**config.mk**
```make
export PLATFORM = sky130hd
export DESIGN_NAME = spi2eth
export DESIGN_NICKNAME = d
export VERILOG_FILES = /design/src/rtl/spi_eth_pkg.sv /design/src/rtl/sync_fifo.sv /design/src/rtl/spi2eth.sv
export SDC_FILE = /design/constraint.sdc
export NUM_CORES = 1
export LEC_CHECK = 0
export CAP_MARGIN = 5
export CORE_ASPECT_RATIO = 0.5
export CORE_UTILIZATION = 30
export DETAILED_ROUTE_END_ITERATION = 10
export HOLD_SLACK_MARGIN = 0.05
export PLACE_DENSITY = 0.55
export SLEW_MARGIN = 20
export SYNTH_ARGS = -nofsm -noshare
export SYNTH_HDL_FRONTEND = slang
export SYNTH_SLANG_ARGS = --single-unit
```
**constraint.sdc**
```tcl
create_clock -name clk -period 3.61 [get_ports clk]
set_input_delay 0.361 -clock clk [delete_from_list [all_inputs] [get_ports clk]]
set_output_delay 0.361 -clock clk [all_outputs]
set_load 0.01 [all_outputs]
```
**src/rtl/spi_eth_pkg.sv**
```systemverilog
// Shared encoder state encoding and counter widths for the SPI/Ethernet bridge pair.
package spi_eth_pkg;

  typedef enum logic [1:0] {
    EncIdle = 2'd0,
    EncSend = 2'd1,
    EncGap  = 2'd2
  } enc_state_e;

  // Half-bit counter covers HALF_PERIOD up to 255; gap counter counts half-bits.
  localparam int unsigned HALF_CNT_W = 8;
  localparam int unsigned GAP_CNT_W  = 9;

endpackage

```
**src/rtl/sync_fifo.sv**
```systemverilog
// Single-clock FIFO; simultaneous push and pop both succeed, even when full.
module sync_fifo #(
  parameter int unsigned WIDTH = 8,
  parameter int unsigned DEPTH = 4
) (
  input  logic             clk,
  input  logic             rst_n,
  input  logic             i_push,
  input  logic [WIDTH-1:0] i_wdata,
  input  logic             i_pop,
  output logic [WIDTH-1:0] o_rdata,
  output logic             o_full,
  output logic             o_empty
);

  localparam int unsigned AW = $clog2(DEPTH);

  logic [WIDTH-1:0] r_mem [DEPTH];
  logic [AW-1:0]    r_wptr;
  logic [AW-1:0]    r_rptr;
  logic [AW:0]      r_count;
  logic             w_push_ok;
  logic             w_pop_ok;

  assign o_full    = (r_count == (AW+1)'(DEPTH));
  assign o_empty   = (r_count == '0);
  assign w_pop_ok  = i_pop & ~o_empty;
  assign w_push_ok = i_push & (~o_full | w_pop_ok);
  assign o_rdata   = r_mem[r_rptr];

  always_ff @(posedge clk) begin
    if (!rst_n) begin
      r_wptr  <= '0;
      r_rptr  <= '0;
      r_count <= '0;
    end else begin
      if (w_push_ok) r_wptr <= r_wptr + AW'(1);
      if (w_pop_ok)  r_rptr <= r_rptr + AW'(1);
      case ({w_push_ok, w_pop_ok})
        2'b10:   r_count <= r_count + (AW+1)'(1);
        2'b01:   r_count <= r_count - (AW+1)'(1);
        default: r_count <= r_count;
      endcase
    end
  end

  always_ff @(posedge clk) begin
    if (w_push_ok) r_mem[r_wptr] <= i_wdata;
  end

endmodule

```
**src/rtl/spi2eth.sv**
```systemverilog
// SPI (mode 0, LSB first) byte capture into a FIFO, drained by a Manchester line encoder.
module spi2eth
  import spi_eth_pkg::*;
#(
  parameter int unsigned HALF_PERIOD = 4,
  parameter int unsigned FIFO_DEPTH  = 4,
  parameter logic        IDLE_LEVEL  = 1'b1,
  parameter int unsigned GAP_BITS    = 4
) (
  input  logic clk,
  input  logic rst_n,
  input  logic sck,
  input  logic mosi,
  input  logic cs,
  output logic eth_line,
  output logic tx_active,
  output logic overflow
);

  localparam logic [HALF_CNT_W-1:0] HalfLast = HALF_CNT_W'(HALF_PERIOD - 1);
  localparam logic [GAP_CNT_W-1:0]  GapLast  = GAP_CNT_W'(2 * GAP_BITS - 1);

  logic [1:0] r_sck_sync;
  logic [1:0] r_mosi_sync;
  logic [1:0] r_cs_sync;
  logic       r_sck_prev;
  logic [7:0] r_shift;
  logic [2:0] r_bit_cnt;
  logic       r_overflow;

  logic       w_sck_rise;
  logic       w_push;
  logic [7:0] w_push_byte;
  logic       w_pop;
  logic       w_full;
  logic       w_empty;
  logic [7:0] w_rdata;

  assign w_sck_rise  = r_sck_sync[1] & ~r_sck_prev;
  assign w_push      = ~r_cs_sync[1] & w_sck_rise & (r_bit_cnt == 3'd7);
  assign w_push_byte = {r_mosi_sync[1], r_shift[7:1]};

  always_ff @(posedge clk) begin
    if (!rst_n) begin
      r_sck_sync  <= 2'b00;
      r_mosi_sync <= 2'b00;
      r_cs_sync   <= 2'b11;
      r_sck_prev  <= 1'b0;
      r_shift     <= '0;
      r_bit_cnt   <= '0;
      r_overflow  <= 1'b0;
    end else begin
      r_sck_sync  <= {r_sck_sync[0], sck};
      r_mosi_sync <= {r_mosi_sync[0], mosi};
      r_cs_sync   <= {r_cs_sync[0], cs};
      r_sck_prev  <= r_sck_sync[1];
      // cs high drops any partial byte; the counter wraps 7->0 on a full byte.
      if (r_cs_sync[1]) begin
        r_bit_cnt <= '0;
      end else if (w_sck_rise) begin
        r_shift   <= w_push_byte;
        r_bit_cnt <= r_bit_cnt + 3'd1;
      end
      if (w_push && w_full && !w_pop) r_overflow <= 1'b1;
    end
  end

  sync_fifo #(
    .WIDTH(8),
    .DEPTH(FIFO_DEPTH)
  ) u_fifo (
    .clk    (clk),
    .rst_n  (rst_n),
    .i_push (w_push),
    .i_wdata(w_push_byte),
    .i_pop  (w_pop),
    .o_rdata(w_rdata),
    .o_full (w_full),
    .o_empty(w_empty)
  );

  enc_state_e            r_state, w_state_nxt;
  logic [7:0]            r_byte, w_byte_nxt;
  logic [2:0]            r_bit_idx, w_bit_idx_nxt;
  logic                  r_phase, w_phase_nxt;
  logic [HALF_CNT_W-1:0] r_half_cnt, w_half_nxt;
  logic [GAP_CNT_W-1:0]  r_gap_cnt, w_gap_nxt;
  logic                  r_line, w_line_nxt;
  logic                  w_load;
  logic [2:0]            w_next_idx;

  assign w_next_idx = r_bit_idx + 3'd1;

  always_ff @(posedge clk) begin
    if (!rst_n) begin
      r_state    <= EncIdle;
      r_byte     <= '0;
      r_bit_idx  <= '0;
      r_phase    <= 1'b0;
      r_half_cnt <= '0;
      r_gap_cnt  <= '0;
      r_line     <= IDLE_LEVEL;
    end else begin
      r_state    <= w_state_nxt;
      r_byte     <= w_byte_nxt;
      r_bit_idx  <= w_bit_idx_nxt;
      r_phase    <= w_phase_nxt;
      r_half_cnt <= w_half_nxt;
      r_gap_cnt  <= w_gap_nxt;
      r_line     <= w_line_nxt;
    end
  end

  always_comb begin
    w_state_nxt   = r_state;
    w_byte_nxt    = r_byte;
    w_bit_idx_nxt = r_bit_idx;
    w_phase_nxt   = r_phase;
    w_half_nxt    = r_half_cnt;
    w_gap_nxt     = r_gap_cnt;
    w_line_nxt    = r_line;
    w_load        = 1'b0;
    w_pop         = 1'b0;
    unique case (r_state)
      EncIdle: begin
        w_line_nxt = IDLE_LEVEL;
        if (!w_empty) w_load = 1'b1;
      end
      EncSend: begin
        if (r_half_cnt != HalfLast) begin
          w_half_nxt = r_half_cnt + HALF_CNT_W'(1);
        end else begin
          w_half_nxt = '0;
          if (!r_phase) begin
            w_phase_nxt = 1'b1;
            w_line_nxt  = r_byte[r_bit_idx];
          end else if (r_bit_idx != 3'd7) begin
            w_phase_nxt   = 1'b0;
            w_bit_idx_nxt = w_next_idx;
            w_line_nxt    = ~r_byte[w_next_idx];
          end else if (!w_empty) begin
            w_load = 1'b1;
          end else begin
            w_state_nxt = EncGap;
            w_line_nxt  = IDLE_LEVEL;
            w_gap_nxt   = '0;
          end
        end
      end
      EncGap: begin
        w_line_nxt = IDLE_LEVEL;
        if (r_half_cnt != HalfLast) begin
          w_half_nxt = r_half_cnt + HALF_CNT_W'(1);
        end else begin
          w_half_nxt = '0;
          if (r_gap_cnt == GapLast) w_state_nxt = EncIdle;
          else                      w_gap_nxt   = r_gap_cnt + GAP_CNT_W'(1);
        end
      end
      default: w_state_nxt = EncIdle;
    endcase
    // Loading a byte drives the first half of bit 0 on the very next edge.
    if (w_load) begin
      w_pop         = 1'b1;
      w_byte_nxt    = w_rdata;
      w_bit_idx_nxt = '0;
      w_phase_nxt   = 1'b0;
      w_half_nxt    = '0;
      w_line_nxt    = ~w_rdata[0];
      w_state_nxt   = EncSend;
    end
  end

  assign eth_line  = r_line;
  assign tx_active = (r_state == EncSend);
  assign overflow  = r_overflow;

endmodule

```
==> results.ini <==
[run_status]
status = complete, no violations

[yosys]
postSynthAreaPerCell_um2 = 12.10
synth_edf_count = 32
yosysUniqueCellTypes = 50
synth_area_mm2 = 0.003933
syn_inst = 325
seq_area_frac_synth_pct = 54.47
yosys_warnings = 0
synth_async_sr_flop_share_pct = 0
synth_flop_cell = dfxtp_1
syn-num-nets = 345
synthAdderAreaFrac_pct = 4.963
synth_xor_area_share_pct = 3.786
synthMuxAreaShare_pct = 12.66
yosys.area_share.simple_pct = 16.19
synth_top_family_by_area = simple AND/OR/NAND/NOR gates
synth_compound_area_share_pct = 6.459
ys_ff_latch = 91

[floorplanning]
core.rowCount = 29
ios = 8
die_h_um = 82.96
core-area_mm2 = 0.01274
die_x_um = 163.9
start_util_pct = 30.88
die_area_mm2 = 0.01360

[global_route]
grt_max_degree = 23
grt_pass1_vias = 2385
grt_pass1_wl_um = 11880
grt_use_total_pct = 11.35
antenna_found_initial = 0
overflow = 0

[cts]
ctsLongestPathBuffers = 2
cts-root-buf = clkbuf_16
insertion_delay_ns = 0.35
clk_pin_slew_ns = 0.07
htreeDepth = 3
numCtsBuffers = 9
cts.sinks = 91
cts_tree = built
postCtsResizedCells = 0
postCtsSetupBuffers = 0
cts_hold_buf = 0

[critical_path]
crit_path_end_kind = flip-flop
cp-start-kind = flip-flop
cp_max_fo = 8
arrival_ns = 2.65
required_ns = 3.62
criticalPathCategory = reg -> reg

[sta]
period_share_pct = 73.12
finalSetupTns_ns = 0
slew_viol_final = 0
max_freq_mhz = 378.9
worstMarginPinSlew_ns = 0.8362
setup_viol = 0
hold_violations = 0
rsz0062_at_grt = no
skew_ns = 0.01314
max_slew_margin_pct = 43.64
layout_min_cycle_time_ns = 2.640

[run]
drv_cap = 0

[detailed_routing]
finalWirelength_um = 7001
vias_per_cell = 4.681
detail_route.wl_per_cell_um = 13.70
dr.first_iter.drc_count = 118
vias = 2392
post-route-drc-count = 0
drt.antenna.violating_nets = 0
first_pass_iters = 4

[power_and_ir_drop]
clockPowerShare_pct = 35.1
peakVddDrop_uv = 266.0
p_leak_nw = 1.599
p_sw_share_pct = 30.12
p_sw_mw = 0.8226
total_power_mw = 2.731
p_per_area_mw_per_mm2 = 603.8
seq_power_share_pct = 45.2
p_int_mw = 1.908
combPwrFrac_pct = 19.6

[placement]
place_area_mm2 = 0.004204
routabilityCongestion = 0.7670
port_buffers = 7
place_hpwl_um = 4832

[layout]
fillers = 1249
drive_gt1_share_pct = 10.85
nets = 356
diodes = 0
final_area_mm2 = 0.004523
syn_to_final_growth_pct = 15.02

[min_path]
hold_class = reg -> reg

[final timing paths]
check                                     endpoint  depth (start not counted)  slack, ns          start
worst max-delay path            u_fifo.r_mem[0][0]                          5       0.97  r_half_cnt[0]
worst min-delay path                  r_cs_sync[1]                          1       0.42   r_cs_sync[0]
worst max register to register  u_fifo.r_mem[0][0]                          5       0.97  r_half_cnt[0]
worst min register to register        r_cs_sync[1]                          1       0.42   r_cs_sync[0]
[kinds of logic (layout without fill, tap and decap cells)]
kind of cell               Yosys count  after routing
adders and majority gates           15             15
DFF                                 91             91
AOI/OAI and AO/OA                   29             29
and+or+nand+nor                    121            121
xor gates and xnor gates            17             17
buffers and inverters               15             31
muxes                               37             37
[layout make-up]
type | instances | area (µm²) | share of cell area (%)
inverter | 5 | 18.77 | 0.4149
multi-input combinational | 219 | 1738 | 38.42
clock buffer | 9 | 225.2 | 4.979
timing repair buffer | 10 | 92.59 | 2.047
sequential | 91 | 2142 | 47.36
clock inverter | 7 | 93.84 | 2.075
tap | 170 | 212.7 | 4.703
[state kept, by name, indices dropped and copies added, names as in the netlist, named ones only]
name / cells
u_fifo.r_mem: 32
r_gap_cnt: 9
r_byte: 8
r_half_cnt: 8
r_shift: 7
r_bit_cnt: 3
r_bit_idx: 3
u_fifo.r_count: 3
r_cs_sync: 2
r_mosi_sync: 2
r_sck_sync: 2
r_state: 2
u_fifo.r_rptr: 2
u_fifo.r_wptr: 2
eth_line: 1
overflow: 1
r_phase: 1
r_sck_prev: 1
[layout by cell type, fill, tap and decap left out, types with 2 or more instances in the layout]
cell type / Yosys / final
nand2b_1: 7 / 7
mux2_2: 2 / 2
mux2i_1: 25 / 25
clkbuf_16: 0 / 9
nor3b_1: 4 / 3
clkinv_8: 0 / 4
xnor2_1: 3 / 3
xor2_1: 14 / 14
clkdlybuf4s50_1: 0 / 7
nor2b_1: 2 / 2
ha_1: 14 / 14
dfxtp_1: 59 / 59
and2_1: 11 / 11
or3_1: 3 / 3
nand4b_1: 2 / 2
nand3b_1: 3 / 3
nand4_1: 10 / 10
nand3_1: 8 / 8
edfxtp_1: 32 / 32
a21oi_1: 8 / 8
buf_4: 0 / 3
and3_1: 5 / 5
nor3_1: 3 / 3
o311a_1: 2 / 2
nor2_1: 42 / 42
inv_1: 5 / 5
mux4_2: 10 / 10
o21ai_1: 2 / 2
nand2_1: 14 / 14
o31ai_1: 3 / 3
a32oi_1: 2 / 2
inv_6: 0 / 2
[Yosys cell counts (all sizes together), types with 4 or more instances]
library cell / count / area (µm²)
and2: 11 / 68.82
buf: 5 / 20.01
xor2: 14 / 122.6
a21oi: 8 / 40.04
edfxtp: 32 / 960.9
nor3b: 4 / 30.03
nand2b: 7 / 43.79
nand4: 10 / 62.56
inv: 5 / 18.77
nand2: 15 / 63.81
clkbuf: 5 / 18.77
and3: 5 / 31.28
nand3: 8 / 40.04
mux4: 10 / 225.2
nor2: 42 / 157.7
ha: 14 / 175.2
mux2i: 25 / 250.2
dfxtp: 59 / 1181
[metal layers]
layer / share of wire, % / GRT usage (%) / up-vias
met5: 0 / 0 / -
met4: 1.3 / 4.040 / 0
met3: 2.5 / 3.646 / 6
met2: 44 / 17.91 / 18
met1: 52 / 14.53 / 1154
li1: - / - / 1214
[metrics by stage]
| step | std cells | hold WS (ns) | utilization [%] | worst slack (ns) |
|---|---|---|---|---|
| CTS | 511 | 0.4250 | 35.51 | 0.9461 |
| floorplan | 325 | 0.3863 | - | 1.081 |
| global placement | 495 | 0.4068 | 33.01 | 1.018 |
| finish | 511 | 0.4164 | 35.51 | 0.9705 |
| detailed placement | 495 | 0.4025 | 33.01 | 0.9577 |
| global route | 511 | 0.4435 | 35.51 | 0.7891 |
[critical path, stage by stage (launching register included)]
cell and delay [ns]:
dfxtp_1 0.42, ha_1 0.25, or4b_4 0.55, nor3_1 0.32, o311a_1 0.35, and2_1 0.42
[power groups by stage]
stage | Sequential (mW) | Combinational, mW | Clock [mW]
after CTS | 1.24 | 0.543 | 0.989
after global placement | 1.26 | 0.531 | 0
after detailed placement | 1.26 | 0.538 | 0
final | 1.23 | 0.537 | 0.960
after global routing | 1.25 | 0.593 | 1.03
after floorplan | 1.21 | 0.451 | 0
(Power assumes the default switching activity.)
